--- src/rtl/timer_pkg.sv ---
// Shared constants and types for the timer controller.
//   - register addresses (low 2 bits of paddr)
//   - TCR / TSR bit positions
//   - bus sequencer state encoding and the stored TCR fields
package timer_pkg;

  localparam logic [1:0] ADDR_TDR = 2'd0;
  localparam logic [1:0] ADDR_TCR = 2'd1;
  localparam logic [1:0] ADDR_TSR = 2'd2;

  localparam int TCR_LOAD = 7;
  localparam int TCR_UD   = 5;
  localparam int TCR_EN   = 4;
  localparam int TCR_OVIE = 3;
  localparam int TCR_UNIE = 2;
  localparam int TCR_CKS  = 0;   // 2-bit field [1:0]

  localparam int TSR_OVF  = 0;
  localparam int TSR_UNF  = 1;

  typedef enum logic [1:0] {
    ST_IDLE,
    ST_SETUP,
    ST_WAIT,
    ST_ACCESS
  } apb_state_e;

  // Stored TCR fields; load is a strobe and is not kept.
  typedef struct packed {
    logic       up_down;
    logic       en;
    logic       ovie;
    logic       unie;
    logic [1:0] cks;
  } tcr_t;

endpackage

--- src/rtl/timer_ctrl_if.sv ---
// APB-style bus bundle for the timer controller.
//   master: drives psel/penable/pwrite/paddr/pwdata
//   slave : drives prdata/pready/pslverr
interface timer_ctrl_if #(
  parameter int ADDR_W = 8
);
  logic              psel;
  logic              penable;
  logic              pwrite;
  logic [ADDR_W-1:0] paddr;
  logic [7:0]        pwdata;
  logic [7:0]        prdata;
  logic              pready;
  logic              pslverr;

  modport master (output psel, penable, pwrite, paddr, pwdata,
                  input  prdata, pready, pslverr);
  modport slave  (input  psel, penable, pwrite, paddr, pwdata,
                  output prdata, pready, pslverr);
endinterface

--- src/rtl/timer_clk_div.sv ---
// Programmable count-enable generator.
//   clk, rst_n : clock, synchronous active-low reset
//   en_i       : divider runs while high, held at 0 otherwise
//   cks_i      : ratio select, period = 2^(cks_i+1) cycles
//   restart_i  : forces the counter back to 0 on this edge
//   clk_ena_o  : registered one-cycle pulse, the cycle after terminal count
module timer_clk_div #(
  parameter int DIV_W = 4
) (
  input  logic       clk,
  input  logic       rst_n,
  input  logic       en_i,
  input  logic [1:0] cks_i,
  input  logic       restart_i,
  output logic       clk_ena_o
);

  logic [DIV_W-1:0] cnt_q, cnt_d, term;
  logic             ena_q, ena_d;

  always_comb begin
    case (cks_i)
      2'd0:    term = DIV_W'(1);
      2'd1:    term = DIV_W'(3);
      2'd2:    term = DIV_W'(7);
      default: term = DIV_W'(15);
    endcase
  end

  // Restart also squashes a pulse that the old phase would have produced,
  // so the first pulse after a restart comes a full period later.
  always_comb begin
    cnt_d = '0;
    ena_d = 1'b0;
    if (en_i && !restart_i) begin
      ena_d = (cnt_q == term);
      cnt_d = ena_d ? '0 : cnt_q + DIV_W'(1);
    end
  end

  always_ff @(posedge clk) begin
    if (!rst_n) begin
      cnt_q <= '0;
      ena_q <= 1'b0;
    end else begin
      cnt_q <= cnt_d;
      ena_q <= ena_d;
    end
  end

  assign clk_ena_o = ena_q;

endmodule

--- src/rtl/timer_ctrl.sv ---
// Register front-end and sequencer for the 8-bit up/down timer counter.
//   clk, rst_n      : clock, synchronous active-low reset
//   bus             : APB-style slave (one wait state, pready in ACCESS)
//   start_counter   : TDR contents
//   up_down, enable : TCR fields
//   load            : one-cycle pulse after a TCR write with bit 7 set
//   clk_ena         : divided count-enable pulse
//   clr_overflow/underflow : one-cycle pulses from TSR write-1-to-clear
//   overflow/underflow     : live counter flags
//   irq             : registered masked flag OR
module timer_ctrl
  import timer_pkg::*;
#(
  parameter int ADDR_W = 8,
  parameter int DIV_W  = 4
) (
  input  logic        clk,
  input  logic        rst_n,
  timer_ctrl_if.slave bus,
  output logic [7:0]  start_counter,
  output logic        up_down,
  output logic        enable,
  output logic        load,
  output logic        clk_ena,
  output logic        clr_overflow,
  output logic        clr_underflow,
  input  logic        overflow,
  input  logic        underflow,
  output logic        irq
);

  apb_state_e        state_q, state_d;
  logic [7:0]        tdr_q, tdr_d;
  tcr_t              tcr_q, tcr_d;
  logic              load_q, load_d;
  logic              clr_ovf_q, clr_ovf_d;
  logic              clr_unf_q, clr_unf_d;
  logic              irq_q, irq_d;
  logic              restart;
  logic              access, addr_ok, wr_commit;
  logic [ADDR_W-1:0] paddr;
  logic [7:0]        rdata;

  assign paddr     = bus.paddr;
  assign addr_ok   = ((paddr >> 2) == '0) && (paddr[1:0] != 2'd3);
  assign access    = (state_q == ST_ACCESS);
  assign wr_commit = access && bus.pwrite && addr_ok;

  always_comb begin
    state_d = state_q;
    case (state_q)
      ST_IDLE:   if (bus.psel && !bus.penable) state_d = ST_SETUP;
      ST_SETUP:  if (!bus.psel)                state_d = ST_IDLE;
                 else if (bus.penable)         state_d = ST_WAIT;
      ST_WAIT:   state_d = bus.psel ? ST_ACCESS : ST_IDLE;
      ST_ACCESS: state_d = (bus.psel && !bus.penable) ? ST_SETUP : ST_IDLE;
      default:   state_d = ST_IDLE;
    endcase
  end

  always_comb begin
    tdr_d     = tdr_q;
    tcr_d     = tcr_q;
    load_d    = 1'b0;
    clr_ovf_d = 1'b0;
    clr_unf_d = 1'b0;
    restart   = 1'b0;
    if (wr_commit) begin
      case (paddr[1:0])
        ADDR_TDR: tdr_d = bus.pwdata;
        ADDR_TCR: begin
          tcr_d.up_down = bus.pwdata[TCR_UD];
          tcr_d.en      = bus.pwdata[TCR_EN];
          tcr_d.ovie    = bus.pwdata[TCR_OVIE];
          tcr_d.unie    = bus.pwdata[TCR_UNIE];
          tcr_d.cks     = bus.pwdata[TCR_CKS +: 2];
          load_d        = bus.pwdata[TCR_LOAD];
          // Any change of ratio or of en re-phases the divider; a clear of
          // en also lands here so no stale pulse escapes after disable.
          restart = (tcr_d.cks != tcr_q.cks) || (tcr_d.en != tcr_q.en);
        end
        ADDR_TSR: begin
          clr_ovf_d = bus.pwdata[TSR_OVF];
          clr_unf_d = bus.pwdata[TSR_UNF];
        end
        default: ;
      endcase
    end
    irq_d = (overflow & tcr_q.ovie) | (underflow & tcr_q.unie);
  end

  always_comb begin
    rdata = '0;
    if (access && !bus.pwrite && addr_ok) begin
      case (paddr[1:0])
        ADDR_TDR: rdata = tdr_q;
        ADDR_TCR: begin
          rdata[TCR_UD]        = tcr_q.up_down;
          rdata[TCR_EN]        = tcr_q.en;
          rdata[TCR_OVIE]      = tcr_q.ovie;
          rdata[TCR_UNIE]      = tcr_q.unie;
          rdata[TCR_CKS +: 2]  = tcr_q.cks;
        end
        ADDR_TSR: begin
          rdata[TSR_OVF] = overflow;
          rdata[TSR_UNF] = underflow;
        end
        default: ;
      endcase
    end
  end

  always_ff @(posedge clk) begin
    if (!rst_n) begin
      state_q   <= ST_IDLE;
      tdr_q     <= '0;
      tcr_q     <= '0;
      load_q    <= 1'b0;
      clr_ovf_q <= 1'b0;
      clr_unf_q <= 1'b0;
      irq_q     <= 1'b0;
    end else begin
      state_q   <= state_d;
      tdr_q     <= tdr_d;
      tcr_q     <= tcr_d;
      load_q    <= load_d;
      clr_ovf_q <= clr_ovf_d;
      clr_unf_q <= clr_unf_d;
      irq_q     <= irq_d;
    end
  end

  timer_clk_div #(.DIV_W(DIV_W)) u_div (
    .clk       (clk),
    .rst_n     (rst_n),
    .en_i      (tcr_q.en),
    .cks_i     (tcr_q.cks),
    .restart_i (restart),
    .clk_ena_o (clk_ena)
  );

  assign bus.prdata    = rdata;
  assign bus.pready    = access;
  assign bus.pslverr   = access && !addr_ok;
  assign start_counter = tdr_q;
  assign up_down       = tcr_q.up_down;
  assign enable        = tcr_q.en;
  assign load          = load_q;
  assign clr_overflow  = clr_ovf_q;
  assign clr_underflow = clr_unf_q;
  assign irq           = irq_q;

endmodule

--- src/flat_wrapper.sv ---
// flat-port wrapper written by rule: the top's interface ports become plain ports
module timer_ctrl_flat import timer_pkg::*;
#(
  parameter int ADDR_W = 8,
  parameter int DIV_W  = 4
)
  (clk, rst_n, start_counter, up_down, enable, load, clk_ena, clr_overflow, clr_underflow, overflow, underflow, irq, bus_psel, bus_penable, bus_pwrite, bus_paddr, bus_pwdata, bus_prdata, bus_pready, bus_pslverr);
  timer_ctrl_if #(.ADDR_W(ADDR_W)) bus_i ();
  input  logic clk;
  input  logic rst_n;
  output logic [7:0] start_counter;
  output logic up_down;
  output logic enable;
  output logic load;
  output logic clk_ena;
  output logic clr_overflow;
  output logic clr_underflow;
  input  logic overflow;
  input  logic underflow;
  output logic irq;
  input wire logic [$bits(bus_i.psel)-1:0] bus_psel;
  input wire logic [$bits(bus_i.penable)-1:0] bus_penable;
  input wire logic [$bits(bus_i.pwrite)-1:0] bus_pwrite;
  input wire logic [$bits(bus_i.paddr)-1:0] bus_paddr;
  input wire logic [$bits(bus_i.pwdata)-1:0] bus_pwdata;
  output wire logic [$bits(bus_i.prdata)-1:0] bus_prdata;
  output wire logic [$bits(bus_i.pready)-1:0] bus_pready;
  output wire logic [$bits(bus_i.pslverr)-1:0] bus_pslverr;
  assign bus_i.psel = bus_psel;
  assign bus_i.penable = bus_penable;
  assign bus_i.pwrite = bus_pwrite;
  assign bus_i.paddr = bus_paddr;
  assign bus_i.pwdata = bus_pwdata;
  assign bus_prdata = bus_i.prdata;
  assign bus_pready = bus_i.pready;
  assign bus_pslverr = bus_i.pslverr;
  timer_ctrl #(.ADDR_W(ADDR_W), .DIV_W(DIV_W)) u_core (.clk(clk), .rst_n(rst_n), .bus(bus_i), .start_counter(start_counter), .up_down(up_down), .enable(enable), .load(load), .clk_ena(clk_ena), .clr_overflow(clr_overflow), .clr_underflow(clr_underflow), .overflow(overflow), .underflow(underflow), .irq(irq));
endmodule
--- config.mk ---
export PLATFORM = sky130hd
export DESIGN_NAME = timer_ctrl_flat
export DESIGN_NICKNAME = d
export VERILOG_FILES = /design/src/rtl/timer_pkg.sv /design/src/rtl/timer_ctrl_if.sv /design/src/rtl/timer_clk_div.sv /design/src/rtl/timer_ctrl.sv /design/src/flat_wrapper.sv
export SDC_FILE = /design/constraint.sdc
export NUM_CORES = 1
export LEC_CHECK = 0
export CAP_MARGIN = 20
export CORE_MARGIN = 8
export CORE_UTILIZATION = 42
export DETAILED_ROUTE_END_ITERATION = 10
export PLACE_DENSITY = 0.78
export SETUP_SLACK_MARGIN = 0.1
export SYNTH_ARGS = -nofsm -noshare
export SYNTH_HDL_FRONTEND = slang
export SYNTH_SLANG_ARGS = --single-unit
--- constraint.sdc ---
create_clock -name clk -period 2.3 [get_ports clk]
set_input_delay 0.345 -clock clk [delete_from_list [all_inputs] [get_ports clk]]
set_output_delay 0.345 -clock clk [all_outputs]
set_load 0.01 [all_outputs]
==> summary.txt, run 1 <==
Run status
  – Status: finished clean

Pwr
  – P_sw: 165 uW
  – Combinational fraction of design power: 12.1%
  – Power Total: 717 uW
  – Clock power share: 27.3%
  – Net switching fraction of the power: 23.0%
  – Flop pwr share: 60.6%
  – P_leak: 0.730 nW
  – Cell Pwr Density: 392 nW/um^2
  – Worst VDD drop: 381 uV
  – Pint: 552 uW

Logic synthesis
  – EDFF count, synth: 0
  – Post-synthesis net count: 158
  – Seq/Total Area, Yosys: 42.1%
  – Post-synth top flop: dfxtp_1
  – Synth unique cells: 35
  – Post-synthesis area per instance: 8.86 um^2
  – Synth async-reset ratio: 0%
  – Synth Register Bits: 25
  – Synth Cell Area: 1190 um^2
  – Post-Syn Instances: 134
  – Yosys warnings: 0

Worst setup path
  – Critical Path Stages: 6
  – Critical Path RT: 1.96 ns
  – CP delay by family, top: simple AND/OR/NAND/NOR gates
  – Slowest cell on crit path: clkdlybuf4s50_1
  – WS Path Type: in -> out
  – Startpoint Class: input pin
  – Largest stage delay, worst path: 0.44 ns
  – Nature of the critical path endpoint: output port
  – Critical path data arrival time: 1.79 ns
  – Worst Path Buf+Inv: 2
  – Worst reg2reg setup slack: 0.56 ns
  – Worst reg-to-reg path cell count: 5
  – Critical Path, Cell by Cell: clkdlybuf4s50_1 > nor2_2 > nand3_1 > or3_4 > nor2_1 > clkdlybuf4s15_2
  – Critical path peak fanout: 6

Global route
  – Vias in the first global route: 1,254
  – Overall Global Routing Usage: 14.3%
  – Antenna violations before repair: 1
  – Largest net degree at the start of global routing: 17
  – First-pass GRT wire length: 5.87 mm
  – Total grt overflow: 0

STA
  – Slew Viols, Final: 0
  – Final setup viols: 0
  – Min Hold Slack: 0.489 ns
  – Slew headroom: 72.5%
  – Final hold violation count: 0
  – FMAX: 0.469 GHz
  – Final worst path period share: 92.6%
  – RSZ-0062 raised after global routing: true
  – TNS Setup: 0 ns
  – Final min period: 2.13 ns
  – Skew final: 0.00304 ns
  – Least-Margin Pin Slew: 0.411 ns

Floorplan
  – Die Ht: 69.2 um
  – Initial Util: 43.8%
  – # rows: 19
  – Area of the core: 2710 um^2
  – # IOs: 48
  – Die area: 4780 um^2
  – Die extent in x: 69.2 um

Clock tree
  – CTS root buf: clkbuf_4
  – Clock Tree Buf Depth: 2
  – Sink Count: 25
  – Worst-skew pair later-pin latency: 0.31 ns
  – CTS Hold Bufs: 0
  – CTS tree: yes
  – H-tree Lvls: 1
  – Cts bufs inserted: 3
  – Clk pin slew, worst setup/hold paths: 0.13 ns

Cells and area
  – Fill count: 213
  – Nets@finish: 220
  – Final Instance Area: 1830 um^2
  – Share of cells above drive strength 1: 20.0%
  – Most frequent cells in the layout: clkdlybuf4s50_1 (32), dfxtp_1 (25), buf_4 (17)
  – Synthesis-to-finish area growth: 54.2%
  – Most common cell after layout, fill and taps aside: clkdlybuf4s50_1

Drt
  – Drt pass-1 iters: 4
  – Vias: 1,209
  – Initial DRC count: 42
  – DRC: 0
  – DRT Wirelength: 3.54 mm
  – Post-DR wirelength/cell: 15.6 um
  – Vias per inst: 5.33
  – Routed Antenna Nets: 0

Place
  – Gp weighted congestion: 0.849
  – DP HPWL: 2.58 mm
  – I/O Buffers: 47
  – Placed cell areas: 1740 um^2

Hold path
  – Worst Hold Depth: 2
  – Hold Crit Class: reg -> reg

Flow run
  – MaxCap Viol Count: 0
## stage by stage
stage / instances / utilization (%) / worst slack, ns
2_1_floorplan: 134 / - / 0.334
3_3_place_gp: 216 / 64.4 / -0.535
3_5_place_dp: 216 / 64.4 / -0.551
4_1_cts: 226 / 67.3 / 0.101
5_1_grt: 227 / 67.5 / 0.0759
6_report: 227 / 67.5 / 0.169
## sequential cells by signal (all words and copies together), names as in the netlist
signal and cells:
u_core.start_counter 8, u_core.tcr_q 4, u_core.u_div.cnt_q 4, u_core.state_q 2, u_core.clr_overflow 1, u_core.clr_underflow 1
u_core.enable 1, u_core.irq 1, u_core.load 1, u_core.u_div.clk_ena_o 1, u_core.up_down 1
## cell usage after synthesis (2+ instances only)
library cell,count,area share [%]
dfxtp_1,25,42
nand2_1,15,4.7
mux2i_1,12,10
nand3_1,10,4.2
nor2_1,9,2.8
nor2b_1,8,4.2
o21ai_0,8,3.4
a21oi_1,5,2.1
clkbuf_1,4,1.3
nor3_1,4,1.7
nor3b_1,3,1.9
xnor2_1,3,2.2
and2_1,2,1.1
and3_1,2,1.1
nand2b_1,2,1.1
nor4b_1,2,1.5
or4_1,2,1.3
## logic make-up after synthesis
kind of cell	Yosys count	synth area share (%)
simple gates	66	30.6
flops	25	42.1
compound gates	18	9.91
mux	12	10.1
buf+inv	8	3.27
xor+xnor	4	2.95
fa+ha+maj	1	1.05
## per-layer routing
layer	up-vias	track usage [%]	wire, um
met5	-	0	0
met1	558	16.7	1570
met2	44	23.7	1680
met3	8	4.29	203
li1	599	-	-
met4	0	5.69	80
## worst register-to-register path, stage by stage (launching register included)
cell and delay (ns):
dfxtp_1 0.34, buf_4 0.15, or4b_2 0.67, a211o_1 0.30, nand2_1 0.11, nor3_1 0.07
## final timing paths
kind	startpoint	to
hold / removal	u_core.start_counter[6]	u_core.start_counter[6]
hold reg to reg	u_core.start_counter[6]	u_core.start_counter[6]
setup / recovery	bus_paddr[7]	bus_prdata[3]
setup reg to reg	u_core.tcr_q[1]	u_core.u_div.cnt_q[2]
## power by group through the flow
stage / Clock (mW) / Combinational, mW / Sequential [mW]
2_1_floorplan: 0 / 0.0242 / 0.444
3_3_place_gp: 0 / 0.0791 / 0.444
3_5_place_dp: 0 / 0.0810 / 0.444
4_1_cts: 0.201 / 0.0829 / 0.435
5_1_grt: 0.223 / 0.0919 / 0.435
6_report: 0.196 / 0.0869 / 0.435
## what timing repair did
| item | 4_1_cts | 5_1_grt |
|---|---|---|
| pin swaps | 4 | 5 |
| gates cloned | 0 | 0 |
| gates resized for setup | 38 | 9 |
| endpoints found under the setup margin | 9 | 9 |
| setup buffers | 6 | 0 |
| endpoints found under the hold margin | 0 | 0 |
## final cells by class
cell class,instances,area (um^2),share of cell area [%]
Multi-Input combinational cell,101,689,37.7
Tap cell,31,38.8,2.12
Antenna cell,1,2.50,0.137
Timing Repair Buffer,64,569,31.1
Clock buffer,4,26.3,1.44
Sequential cell,25,500,27.3
Inverter,1,3.75,0.205
Power figures use the tool's default switching activity.
==> run 2, diff against run 1 <==
CORE_MARGIN = 3   (was 8)
==> run 2 against run 1 <==
  * Setup slack is essentially flat
  * Sequential cell count did not move
  * Cell area is 1.3% lower
  * Critical endpoint is now bus_prdata[7]
  * Largest cell class unchanged
  * Clock skew is 0.0017 ns lower
  * First-iteration DRC count shrank 43%
==> summary.txt, run 2 (synthesis results as in run 1) <==
Run status
  – Status: finished clean

Drt
  – DRT Wirelength: 3.12 mm (-12%)
  – Post-DR wirelength/cell: 14.1 um (-9.8%)
  – Vias per inst: 5.26 (-1.3%)
  – Drt pass-1 iters: 4 (unchanged)
  – Initial DRC count: 24 (-43%)
  – DRC: 0 (unchanged)
  – Routed Antenna Nets: 0 (unchanged)
  – Vias: 1,167 (-3.5%)

Worst setup path
  – Worst reg-to-reg path cell count: 5 (unchanged)
  – Worst reg2reg setup slack: 0.53 ns (-0.03 ns)
  – Nature of the critical path endpoint: output port
  – Startpoint Class: input pin
  – Reg2reg start: u_core.tcr_q[1]
  – Critical Path RT: 1.96 ns (about the same)
  – Critical path data arrival time: 1.79 ns (about the same)
  – Critical path peak fanout: 6 (unchanged)
  – Worst r2r dst: u_core.u_div.cnt_q[2]
  – WS Path Type: in -> out

Clock tree
  – Worst-skew pair later-pin latency: 0.30 ns (about the same)
  – CTS tree: yes
  – Sink Count: 25 (unchanged)
  – Clock Tree Buf Depth: 2 (unchanged)
  – Cts bufs inserted: 3 (unchanged)
  – H-tree Lvls: 1 (unchanged)
  – CTS Hold Bufs: 0 (unchanged)
  – Clk pin slew, worst setup/hold paths: 0.13 ns (about the same)
  – CTS root buf: clkbuf_4

Floorplan
  – Area of the core: 2590 um^2 (-4.4%)
  – Die Ht: 59.2 um (-14%)
  – Die area: 3500 um^2 (-27%)
  – Initial Util: 45.8% (+2.0 points)
  – Die extent in x: 59.2 um (-14%)
  – # IOs: 48 (unchanged)
  – # rows: 18 (-1)

Cells and area
  – Share of cells above drive strength 1: 18.2% (-1.8 points)
  – Final Instance Area: 1810 um^2 (-1.3%)
  – Most frequent cells in the layout: clkdlybuf4s50_1 (33), dfxtp_1 (25), nand2_1 (15)
  – N_diodes: 0 (-1)
  – Synthesis-to-finish area growth: 52.2%
  – Fill count: 198 (-7.0%)
  – Number of flip-flops in the largest register: 8 (unchanged)
  – Nets@finish: 217 (-1.4%)
  – Most common cell after layout, fill and taps aside: clkdlybuf4s50_1

Place
  – DP HPWL: 2.39 mm (-7.5%)
  – Gp weighted congestion: 0.876 (+3.2%)
  – Placed cell areas: 1760 um^2 (+0.79%)
  – I/O Buffers: 47 (unchanged)

STA
  – RSZ-0062 raised after global routing: false
  – Slew headroom: 67.2% (-5.3 points)
  – Least-Margin Pin Slew: 0.490 ns (+0.0790 ns)
  – Skew final: 0.00139 ns (-0.00166 ns)
  – Final setup viols: 0 (unchanged)
  – Final hold violation count: 0 (unchanged)
  – TNS Setup: 0 ns (unchanged)
  – FMAX: 0.469 GHz (about the same)
  – Final worst path period share: 92.6% (about the same)
  – Slew Viols, Final: 0 (unchanged)
  – Final min period: 2.13 ns (+0.000343 ns)

Global route
  – First-pass GRT wire length: 5.18 mm (-12%)
  – Largest net degree at the start of global routing: 17 (unchanged)
  – Overall Global Routing Usage: 19.0% (+4.7 points)
  – Vias in the first global route: 1,186 (-5.4%)
  – Total grt overflow: 0 (unchanged)
  – Antenna violations before repair: 0 (-1)

Pwr
  – Power Total: 707 uW (-1.5%)
  – P_leak: 0.731 nW (+0.11%)
  – Worst VDD drop: 359 uV (-5.7%)
  – Cell Pwr Density: 391 nW/um^2 (-0.15%)

Flow run
  – MaxCap Viol Count: 0 (unchanged)

Hold path
  – Worst Hold Depth: 2 (unchanged)
  – Worst hold endpoint: u_core.start_counter[6]
  – Hold Crit Class: reg -> reg
  – Hold Path Origin: u_core.start_counter[6]
[run 2: changes by cell type in the layout (fill, tap and decap cells not counted), moves of 2 or more]
cell             change
clkdlybuf4s15_2      -3
clkbuf_2             -3
buf_2                +3
dlygate4sd2_1        +2
buf_4                -3
[run 2: final cells by class]
| class | instances | area, um^2 | share of cell area, % |
|---|---|---|---|
| Clock buffer | 4 | 26.3 | 1.45 |
| Inverter | 1 | 3.75 | 0.208 |
| Multi-Input combinational cell | 101 | 698 | 38.6 |
| Sequential cell | 25 | 500 | 27.7 |
| Tap cell | 30 | 37.5 | 2.08 |
| Timing Repair Buffer | 61 | 541 | 29.9 |
[run 2: worst max-delay path by stage]
stage	start	end	slack, ns
after detailed placement	bus_paddr[3]	bus_prdata[7]	-0.55
final	bus_paddr[4]	bus_prdata[7]	0.17
after floorplan	bus_paddr[3]	u_core.u_div.cnt_q[2]	0.33
after global placement	bus_paddr[3]	bus_prdata[7]	-0.53
after global routing	bus_paddr[4]	bus_prdata[1]	0.10
after CTS	bus_paddr[1]	bus_pslverr	0.12
[run 2: critical path: stages]
cell and delay, ns:
dlygate4sd2_1 0.26, nor4_4 0.30, nand3_1 0.15, or3_4 0.40, nor3b_2 0.18, buf_2 0.15
[run 2: per-stage QoR]
step	hold WS [ns]	cells	worst slack [ns]	utilization, %
3_5_place_dp	0.467	217	-0.549	67.9
4_1_cts	0.486	222	0.122	68.6
2_1_floorplan	0.434	134	0.334	-
3_3_place_gp	0.457	217	-0.530	67.9
5_1_grt	0.528	222	0.101	69.8
6_report	0.490	222	0.169	69.8
[run 2: power by group]
group	internal [mW]	total [mW]	switching [mW]
Sequential	0.434	0.435	0.000902
Combinational	0.0490	0.0833	0.0343
Clock	0.0676	0.189	0.121
Total	0.551	0.707	0.157
[run 2: per-layer routing]
metal	part of all wire [%]	track usage (%)	vias up
li1	-	-	591
met1	44	23.0	546
met2	50	33.3	28
met3	5.4	5.66	2
met4	0.61	3.88	0
met5	0	0	-
[run 2: timing repair]
| action | CTS | global route |
|---|---|---|
| pin swaps | 4 | 1 |
| endpoints found under the setup margin | 9 | 7 |
| cloned | 0 | 0 |
| gates resized for setup | 36 | 7 |
| setup buffers | 1 | 0 |
==> run 3, diff against run 2 <==
GPL_ROUTABILITY_DRIVEN = 0   (was default)
PLACE_DENSITY = default   (was 0.78)
PLACE_DENSITY_LB_ADDON = 0.08   (was default)
==> run 3 against run 2 <==
  * Power increased by 1.0%
  * Routed wire length decreased by 3.1%
  * First-iteration DRC count increased by 46%
  * Largest power group unchanged
  * Highest routed layer unchanged
  * Global-route usage decreased by 0.20 points
  * Largest cell class unchanged
  * Combinational power decreased by 5.0%
  * Cell area decreased by 1.4%
  * Critical path type unchanged
==> summary.txt, run 3 (synthesis results as in run 1) <==
STA
  – Min Hold Slack: 0.482 ns (-0.00721 ns)
  – FMAX: 0.470 GHz (+0.16%)
  – Slew Viols, Final: 0 (unchanged)
  – RSZ-0062 raised after global routing: true
  – Skew final: 0.00448 ns (+0.00310 ns)
  – Final worst path period share: 92.5% (-0.15 points)
  – TNS Setup: 0 ns (unchanged)
  – Slew headroom: 70.7% (+3.5 points)
  – Final min period: 2.13 ns (-0.00346 ns)
  – Final hold violation count: 0 (unchanged)
  – Least-Margin Pin Slew: 0.438 ns (-0.0519 ns)
  – Final setup viols: 0 (unchanged)

Pwr
  – P_leak: 0.717 nW (-2.0%)
  – Worst VDD drop: 359 uV (about the same)
  – Combinational fraction of design power: 11.1% (-0.7 points)
  – Flop pwr share: 60.9% (-0.6 points)
  – P_sw: 168 uW (+7.4%)
  – Cell Pwr Density: 401 nW/um^2 (+2.5%)
  – Pint: 546 uW (-0.76%)
  – Power Total: 714 uW (+1.0%)
  – Net switching fraction of the power: 23.5% (+1.4 points)
  – Clock power share: 28.0% (+1.3 points)

Floorplan
  – Die Ht: 59.2 um (unchanged)
  – Die extent in x: 59.2 um (unchanged)
  – Area of the core: 2590 um^2 (unchanged)
  – # IOs: 48 (unchanged)
  – Die area: 3500 um^2 (unchanged)
  – Initial Util: 45.8% (unchanged)
  – # rows: 18 (unchanged)

Cells and area
  – Most frequent cells in the layout: clkdlybuf4s50_1 (33), dfxtp_1 (25), nand2_1 (15)
  – Most common cell after layout, fill and taps aside: clkdlybuf4s50_1
  – N_diodes: 0 (unchanged)
  – Share of cells above drive strength 1: 18.0% (-0.24 points)
  – Number of flip-flops in the largest register: 8 (unchanged)
  – Fill count: 226 (+14%)
  – Fin util: 68.8% (-0.97 points)
  – Final Instance Area: 1780 um^2 (-1.4%)
  – Synthesis-to-finish area growth: 50.1%
  – Nets@finish: 214 (-1.4%)

Drt
  – DRT Wirelength: 3.02 mm (-3.1%)
  – Routed Antenna Nets: 0 (unchanged)
  – Drt pass-1 iters: 3 (-1)
  – Initial DRC count: 35 (+46%)
  – DRC: 0 (unchanged)
  – Post-DR wirelength/cell: 13.8 um (-1.8%)
  – Vias: 1,149 (-1.5%)
  – Vias per inst: 5.25 (-0.19%)

Worst setup path
  – Startpoint Class: input pin
  – WS Path Type: in -> out
  – Worst reg-to-reg path cell count: 5 (unchanged)
  – Worst r2r dst: u_core.enable
  – Critical path peak fanout: 6 (unchanged)
  – Nature of the critical path endpoint: output port
  – Reg2reg start: u_core.state_q[0]
  – Worst reg2reg setup slack: 0.55 ns (+0.02 ns)
  – Critical Path RT: 1.96 ns (about the same)
  – Critical path data arrival time: 1.78 ns (about the same)

Run status
  – Status: finished clean

Clock tree
  – Clk pin slew, worst setup/hold paths: 0.13 ns (about the same)
  – CTS root buf: clkbuf_4
  – Cts bufs inserted: 3 (unchanged)
  – Clock Tree Buf Depth: 2 (unchanged)
  – Sink Count: 25 (unchanged)
  – CTS tree: yes
  – Post-CTS setup buffer count: 0 (-1)
  – H-tree Lvls: 1 (unchanged)
  – Worst-skew pair later-pin latency: 0.32 ns (+0.02 ns)

Global route
  – Antenna violations before repair: 0 (unchanged)
  – Largest net degree at the start of global routing: 18 (+1)
  – First-pass GRT wire length: 5.04 mm (-2.7%)
  – Total grt overflow: 0 (unchanged)
  – GR peak layer: met2
  – Vias in the first global route: 1,139 (-4.0%)
  – Met3 usage: 3.05% (-2.6 points)
  – GRT met1 Usage: 20.9% (-2.1 points)
  – Overall Global Routing Usage: 18.8% (-0.20 points)
  – Met2 Use GR: 34.7% (+1.4 points)

Hold path
  – Worst Hold Depth: 2 (unchanged)
  – Worst hold endpoint: u_core.start_counter[6]
  – Hold Path Origin: u_core.start_counter[6]
  – Hold Crit Class: reg -> reg

Place
  – DP HPWL: 2.33 mm (-2.5%)
  – Placed cell areas: 1740 um^2 (-0.85%)
  – I/O Buffers: 47 (unchanged)

Flow run
  – MaxCap Viol Count: 0 (unchanged)
[run 3: worst max-delay path by stage]
| stage | from | to | slack (ns) | depth (start not counted) |
|---|---|---|---|---|
| 3_3_place_gp | bus_paddr[3] | bus_prdata[7] | -0.52 | 6 |
| 5_1_grt | bus_paddr[3] | bus_prdata[7] | 0.09 | 6 |
| 3_5_place_dp | bus_paddr[3] | bus_prdata[7] | -0.55 | 6 |
| 6_report | bus_paddr[7] | bus_prdata[7] | 0.17 | 6 |
| 4_1_cts | bus_paddr[4] | bus_prdata[7] | 0.10 | 6 |
| 2_1_floorplan | bus_paddr[3] | u_core.u_div.cnt_q[2] | 0.33 | 5 |
[run 3: layout make-up]
class                      count  area [um^2]  area share, %
multi-input combinational    101          693           38.9
clock inverter                 1         5.00          0.281
inverter                       1         3.75          0.211
clock buffer                   3         22.5           1.26
timing repair buffer          58          519           29.1
tap                           30         37.5           2.11
sequential                    25          500           28.1
[run 3: timing repair]
| action | CTS | global route |
|---|---|---|
| gates resized for setup | 40 | 5 |
| pin swaps | 7 | 4 |
| setup endpoints to repair | 8 | 5 |
| hold buffers | 0 | 0 |
[run 3: stage by stage]
stage                     worst slack (ns)  cells
after detailed placement            -0.547    215
final                                0.173    219
after global routing                0.0942    219
after floorplan                      0.334    134
after global placement              -0.521    215
after CTS                            0.105    219
[run 3: power by group through the flow]
| stage | clock network, mW | registers, mW | logic, mW |
|---|---|---|---|
| after floorplan | 0 | 0.444 | 0.0242 |
| after global placement | 0 | 0.444 | 0.0775 |
| after detailed placement | 0 | 0.445 | 0.0790 |
| after CTS | 0.212 | 0.435 | 0.0774 |
| after global routing | 0.230 | 0.435 | 0.0854 |
| final | 0.200 | 0.435 | 0.0791 |
[run 3: worst max-delay path: stages]
cell             delay [ns]
clkdlybuf4s50_1        0.43
nor2_2                 0.14
nand3_1                0.11
or3_4                  0.43
nor3b_2                0.19
buf_2                  0.14
[run 3: layer usage]
metal / routed length [um] / vias up
li1: - / 588
met1: 1260 / 526
met2: 1580 / 28
met3: 118 / 7
met4: 60 / 0
met5: 0 / -
